--- src/rtl/daa_mac_pe.sv ---
// Neuron processing element: radix-4 Booth serial multiply feeding an accumulator
// that halves itself and bumps a shared exponent on overflow, saturating once the exponent runs out.
//   state | meaning
//   IDLE  | waiting for a beat; acc_clr honoured here only
//   MUL   | one Booth digit per cycle into product register p
//   ACC   | align p by exp and add into acc (rescale or clamp on overflow)
//   DONE  | epoch result presented until out_ready
module daa_mac_pe #(
  parameter int IN_W  = 4,
  parameter int W_W   = 4,
  parameter int ACC_W = 12,
  parameter int EXP_W = 3
) (
  input  logic             clk,
  input  logic             rst,
  input  logic             in_valid,
  output logic             in_ready,
  input  logic [IN_W-1:0]  in_x,
  input  logic             in_signed,
  input  logic [W_W-1:0]   in_w,
  input  logic             in_last,
  input  logic             acc_clr,
  output logic             out_valid,
  input  logic             out_ready,
  output logic [ACC_W-1:0] out_acc,
  output logic [EXP_W-1:0] out_exp,
  output logic             out_sat,
  output logic             busy
);

  localparam int ND = W_W / 2;
  localparam int PW = IN_W + 1 + W_W;
  localparam int DW = (ND > 1) ? $clog2(ND) : 1;
  localparam logic [EXP_W-1:0] EXP_MAX = '1;
  localparam logic [ACC_W-1:0] ACC_MAX = {1'b0, {(ACC_W-1){1'b1}}};
  localparam logic [ACC_W-1:0] ACC_MIN = {1'b1, {(ACC_W-1){1'b0}}};

  typedef enum logic [1:0] {IDLE, MUL, ACC, DONE} state_t;

  state_t           state;
  logic [IN_W:0]    x_ext;
  logic [W_W-1:0]   w_q;
  logic             last_q;
  logic [PW-1:0]    p;
  logic [DW-1:0]    d;
  logic [ACC_W-1:0] acc;
  logic [EXP_W-1:0] exp_q;
  logic             sat;

  logic [W_W:0]     w_pad;
  logic [2:0]       trip;
  logic [PW-1:0]    xf;
  logic [PW-1:0]    pp;
  logic [PW-1:0]    pp_sh;
  logic [PW-1:0]    p_sh;
  logic [ACC_W:0]   al;
  logic [ACC_W:0]   s;
  logic             fits;

  assign w_pad = {w_q, 1'b0};

  always_comb begin
    trip = '0;
    for (int i = 0; i < ND; i++) begin
      if (d == DW'(i)) trip = w_pad[2*i +: 3];
    end
  end

  assign xf = {{W_W{x_ext[IN_W]}}, x_ext};

  always_comb begin
    pp = '0;
    case (trip)
      3'b001, 3'b010: pp = xf;
      3'b011:         pp = xf << 1;
      3'b100:         pp = -(xf << 1);
      3'b101, 3'b110: pp = -xf;
      default:        pp = '0;
    endcase
  end

  assign pp_sh = pp << {d, 1'b0};

  // Alignment floors toward minus infinity; the dropped LSBs are gone for good.
  assign p_sh = $signed(p) >>> exp_q;
  assign al   = {{(ACC_W+1-PW){p_sh[PW-1]}}, p_sh};
  assign s    = {acc[ACC_W-1], acc} + al;
  assign fits = (s[ACC_W] == s[ACC_W-1]);

  always_ff @(posedge clk) begin
    if (rst) begin
      state  <= IDLE;
      x_ext  <= '0;
      w_q    <= '0;
      last_q <= 1'b0;
      p      <= '0;
      d      <= '0;
      acc    <= '0;
      exp_q  <= '0;
      sat    <= 1'b0;
    end else begin
      case (state)
        IDLE: begin
          if (acc_clr) begin
            acc   <= '0;
            exp_q <= '0;
            sat   <= 1'b0;
          end else if (in_valid) begin
            x_ext  <= in_signed ? {in_x[IN_W-1], in_x} : {1'b0, in_x};
            w_q    <= in_w;
            last_q <= in_last;
            p      <= '0;
            d      <= '0;
            state  <= MUL;
          end
        end
        MUL: begin
          p <= p + pp_sh;
          if (d == DW'(ND - 1)) state <= ACC;
          else                  d     <= d + 1'b1;
        end
        ACC: begin
          if (fits) begin
            acc <= s[ACC_W-1:0];
          end else if (exp_q != EXP_MAX) begin
            acc   <= s[ACC_W:1];
            exp_q <= exp_q + 1'b1;
          end else begin
            acc <= s[ACC_W] ? ACC_MIN : ACC_MAX;
            sat <= 1'b1;
          end
          state <= last_q ? DONE : IDLE;
        end
        DONE: begin
          if (out_ready) begin
            acc   <= '0;
            exp_q <= '0;
            sat   <= 1'b0;
            state <= IDLE;
          end
        end
        default: state <= IDLE;
      endcase
    end
  end

  assign in_ready  = ~rst & (state == IDLE) & ~acc_clr;
  assign out_valid = ~rst & (state == DONE);
  assign busy      = ~rst & (state != IDLE);
  assign out_acc   = acc;
  assign out_exp   = exp_q;
  assign out_sat   = sat;

endmodule

--- config.mk ---
export PLATFORM = sky130hd
export DESIGN_NAME = daa_mac_pe
export DESIGN_NICKNAME = d
export VERILOG_FILES = /design/src/rtl/daa_mac_pe.sv
export SDC_FILE = /design/constraint.sdc
export NUM_CORES = 1
export LEC_CHECK = 0
export ABC_AREA = 0
export CORE_MARGIN = 2
export CORE_UTILIZATION = 45
export DETAILED_ROUTE_END_ITERATION = 10
export HOLD_SLACK_MARGIN = 0.15
export MAX_ROUTING_LAYER = met4
export PLACE_DENSITY = 0.75
export SLEW_MARGIN = 20
export SYNTH_ARGS = -nofsm -noshare
export SYNTH_HDL_FRONTEND = slang
export SYNTH_SLANG_ARGS = --single-unit
--- constraint.sdc ---
create_clock -name clk -period 4.65 [get_ports clk]
set_input_delay 1.1625 -clock clk [delete_from_list [all_inputs] [get_ports clk]]
set_output_delay 1.1625 -clock clk [all_outputs]
set_load 0.02 [all_outputs]
# == Yosys cells after proc, flatten, opt, wreduce, memory -nomap -nowiden ==
# Index checks and enable logic that the tools add are counted.
# totals
register_bits,38
latch_bits,0
mem_bits_rw,0
romBits,0
in_bits,15
output_inout_bits,19
wordCells,86
mem_count,0
# op_classes
add_sub_neg,6
n_mul,0
n_div,0
n_lt_le_gt_ge,0
n_eq_ne,19
shift,2
n_mux,32
bitwise,6
reduce_logical,12
# op_table
cell,count
$mux 12,5
$pmux 12 s3,1
$pmux 9 s4,1
$mux 9,2
$neg 9->9,2
$pmux 9 s2,1
$ne 2x2->1 const B,8
$mux 3,5
$add 12x9->13,1
$mux 2,5
$reduce_and 5->1,2
$add 9x9->9,1
$eq 3x3->1 const B,3
$pmux 3 s3,1
$reduce_and 3->1,3
$shl 9x2->9,1
$sshr 9x3->9,1
$pmux 2 s4,1
$mux 1,7
$eq 3x2->1 const B,2
$mux 5,1
$and 1x1->1,4
$eq 2x2->1 const B,2
$reduce_and 4->1,1
13 further kinds,16

# == Depth between registers and ports, before layout ==
# depth
depth_word,7
ltp_mapped,16
depth_no_buf,15

# == Worst setup path before layout ==
# No wires, ideal clock.
# synth_path
kind,register to register
startpoint,register exp_q[1] (netlist: out_exp[1])
endpoint,register exp_q[1] (netlist: out_exp[1])
setup_ps,117
arrival_ps,3621
required_time_ps,4533
slack_ps,912
path_stages_with_launch,14
path_buffers,1
synth_period_minus_slack_ps,3738
path_cell_list,dfxtp_1 buf_1 mux4_2 nand2_1 o21ai_0 ha_1 fa_1 a21o_1 a2111oi_4 o2111a_2 nor2_2 xor2_2 or3_4 a32o_1
# synth_between
elab_chain_cells,5
elab_cells_between_ends,11
classes_between,add/sub (2); eq/ne (4); shift (1); mux (3); reduce/logical (1)
# synth_rtl
item,line,rtl
start: declaration,47,logic [EXP_W-1:0] exp_q;
start signal: assignment,127,exp_q <= exp_q + 1'b1;
$sshr 9x3->9,85,assign p_sh = $signed(p) >>> exp_q;
$add 12x9->13,87,"assign s = {acc[ACC_W-1], acc} + al;"
$eq 1x1->1,88,assign fits = (s[ACC_W] == s[ACC_W-1]);
$ne 2x2->1 (no source line),-,
$reduce_and 5->1 (no source line),-,
# Several ways; a longest one is shown, not always the timed one. The select of a mux whose other input is x is not followed.
# A chain may end at the register's enable or synchronous reset.

# == Worst setup path after layout ==
# Same ends and word-level chain as after synthesis.

==> summary.md <==
| Metric | Value |
|---|---|
| DR vias/cell | `5.961` |
| Vias post-DR | `3,374` |
| Post-Syn Area | `3426 um2` |
| First-pass GRT wire length | `14,020 um` |
| Ys async rst share | `0%` |
| RR Endpoint | `out_exp[1]$_SDFFE_PP0P_` |
| Max cap viols | `0` |
| Row count | `31` |
| CTS max path bufs | `2` |
| DR DRC count | `0` |
| Antenna violations before repair | `0` |
| WL final | `8309 um` |
| Initial DRC Count | `202` |
| Largest net degree at the start of global routing | `19` |
| Most common cell after layout, fill and taps aside | `nand2_1` |
| Rel. slew slack | `49.73%` |
| CP Class | `register to register` |
| I/O Pins | `34` |
| Post-Synthesis Cells | `445` |
| Leak | `1.479 nW` |
| Final Hold Viols | `0` |
| Dpl ws | `0.6592 ns` |
| R2R depth | `12` |
| Sequential area share after synthesis | `22.21%` |
| Synthesis-to-finish area growth | `15.23%` |
| Skew-Pair Late Insertion Delay | `0.30 ns` |
| Flops & latches, synth | `38` |
| Cell Area, Placed | `3810 um2` |
| RSZ-0062 raised after global routing | `no` |
| Outcome | `complete, no violations` |
| TritonCTS clock tree | `yes` |
| Hold path cells | `2` |
| Fin Setup TNS | `0 ns` |
| Min cycle time layout | `4.002 ns` |
| Worst Tran Pin Value | `0.7524 ns` |
| Clock sinks | `38` |
| CP Launch Type | `register` |
| Fill cell count | `676` |
| Post-synth EDFFs | `0` |
| Unique masters post-synth | `74` |
| Top_reg_cell synth | `dfxtp_1` |
| Diode count | `0` |
| Final net count | `508` |
| Maximum VDD drop | `0.1483 mV` |
| Layout cells sized above 1 | `8.137%` |
| Syn Nets | `487` |
| Hold slack | `0.4673 ns` |
| Min-delay src | `last_q$_SDFFE_PP0P_` |
| Root Buffer | `clkbuf_8` |
| CTS H-tree lvls | `2` |
| Post-CTS Resized | `0` |
| Hold Crit Class | `register to register` |
| RePlAce Congestion | `0.9366` |
| Post-CTS setup buffers | `0` |
| Slew Limit Fails | `0` |
| DRT Pass-1 Iters | `5` |
| Final Instance Area | `3948 um2` |
| Port buffer count | `33` |
| Die span in x | `91.25 um` |
| Die Y | `91.25 um` |
| Fin util | `53.85%` |
| Reg2reg start | `out_exp[1]$_SDFFE_PP0P_` |
| Hold buffer count at cts | `0` |
| Crit path required time | `4.83 ns` |
| Post-synth top area cell | `dfxtp_1` |
| Pwr/cell area | `201.8 nW/um2` |
| Mean post-synth cell area | `7.698 um2` |
| Count of antenna-violating nets left after detailed routing | `0` |
| Clock-pin slew on the worst setup and hold paths | `0.08 ns` |
| Drt wl/cell | `14.68 um` |
| Hold EP | `last_q$_SDFFE_PP0P_` |
| Vias in the first global route | `3,046` |
| CTS Buf Count | `5` |
| Gr ovfl total | `0` |
| Post-synth top area share | `22.21%` |
| Crit-path max FO | `14` |
| Ys Warns | `0` |
| Fin crit share | `86.07%` |
| Detailed Place HPWL | `6421 um` |
| Maximum clock rate | `0.2499 GHz` |
| Die area | `8327 um2` |
| Initial Util | `46.73%` |
| Final worst setup slack | `0.6478 ns` |
| Flop-to-flop setup slack | `0.65 ns` |
| Top cells by area, synth | `dfxtp_1 (22%), ha_1 (9.1%), nand2_1 (5.9%), a21oi_1 (5.6%), nor2_1 (4.4%)` |
| Crit. End Element | `register` |
| Clk_skew | `0.01297 ns` |
| # setup viols final | `0` |
| Global-route usage over all layers | `20.92%` |
| Commonest non-fill, non-tap cells in the layout | `nand2_1 (54), nor2_1 (40), a21oi_1 (38), dfxtp_1 (38), clkdlybuf4s50_1 (33)` |
| Core ar. | `7331 um2` |
| Worst path arrival time | `4.19 ns` |
==> cells in the mapped netlist, types with 8 or more instances <==
master,instances
nand2_1,54
nor2_1,40
a21oi_1,38
dfxtp_1,38
ha_1,25
o21ai_0,21
inv_1,17
clkbuf_1,16
nor3_1,15
nand3_1,14
xnor2_1,11
a22o_1,8
==> worst max-delay path: stages (launching register included) <==
cell       delay, ns
dfxtp_1         0.65
mux2_2          0.40
o21ai_0         0.20
o21ai_0         0.12
ha_1            0.23
fa_1            0.44
a21o_1          0.23
a2111oi_4       0.34
o2111a_2        0.26
nor2_2          0.12
xor2_2          0.23
or3_4           0.41
a32o_1          0.25
==> report_power, final <==
part | switching, mW | internal (mW) | leakage (nW) | total [mW]
sequential | 0.0122 | 0.332 | 0.307 | 0.344
combinational | 0.0594 | 0.0503 | 1.10 | 0.110
clock | 0.128 | 0.215 | 0.0683 | 0.343
==> per-layer routing <==
layer | wire length, um | vias up | GRT usage [%]
met4 | 154 | 0 | 6.061
met3 | 372 | 13 | 3.568
met5 | 0 | - | -
met1 | 4188 | 1575 | 28.70
li1 | - | 1691 | -
met2 | 3594 | 95 | 31.73
==> logic make-up after synthesis <==
group	Yosys count	share of synthesized area (%)
AO/OA/AOI/OAI	144	29.91
XOR/XNOR	16	4.310
adder cells (fa/ha/maj)	28	10.59
buffers and inverters	42	5.113
flip-flops	38	22.21
multiplexers	13	4.748
AND/OR/NAND/NOR	164	23.12
==> stage by stage <==
stage,power [mW],cells
2_1_floorplan,0.4269,445
6_report,0.7967,566
3_5_place_dp,0.4604,558
3_3_place_gp,0.4585,558
5_1_grt,0.8291,566
4_1_cts,0.8008,566
==> area by class of cell <==
class,count,area (um2),area share (%)
timing repair buffer,38,367.9,9.319
clock buffer,5,68.82,1.743
inverter,18,67.56,1.712
clock inverter,3,68.82,1.743
multi-input combinational,365,2490,63.07
sequential,38,760.7,19.27
tap,99,123.9,3.138
==> flip-flops by register name, indices dropped and copies added, names as in the netlist <==
signal and count:
d 1, x_ext 5, state 2, p 9
out_acc 12, last_q 1, w_q 4, out_sat 1
out_exp 3
==> worst max-delay path by stage <==
stage	slack [ns]	depth (start not counted)	end	from
CTS	0.67	12	out_exp[1]$_SDFFE_PP0P_	out_exp[0]$_SDFFE_PP0P_
detailed placement	0.66	12	out_exp[1]$_SDFFE_PP0P_	out_exp[0]$_SDFFE_PP0P_
global placement	0.79	3	in_ready	rst
global route	0.43	12	out_exp[1]$_SDFFE_PP0P_	out_exp[1]$_SDFFE_PP0P_
finish	0.65	12	out_exp[1]$_SDFFE_PP0P_	out_exp[1]$_SDFFE_PP0P_
floorplan	0.91	13	out_exp[1]$_SDFFE_PP0P_	out_exp[1]$_SDFFE_PP0P_
Note: power is estimated with default switching activity, not from simulation.
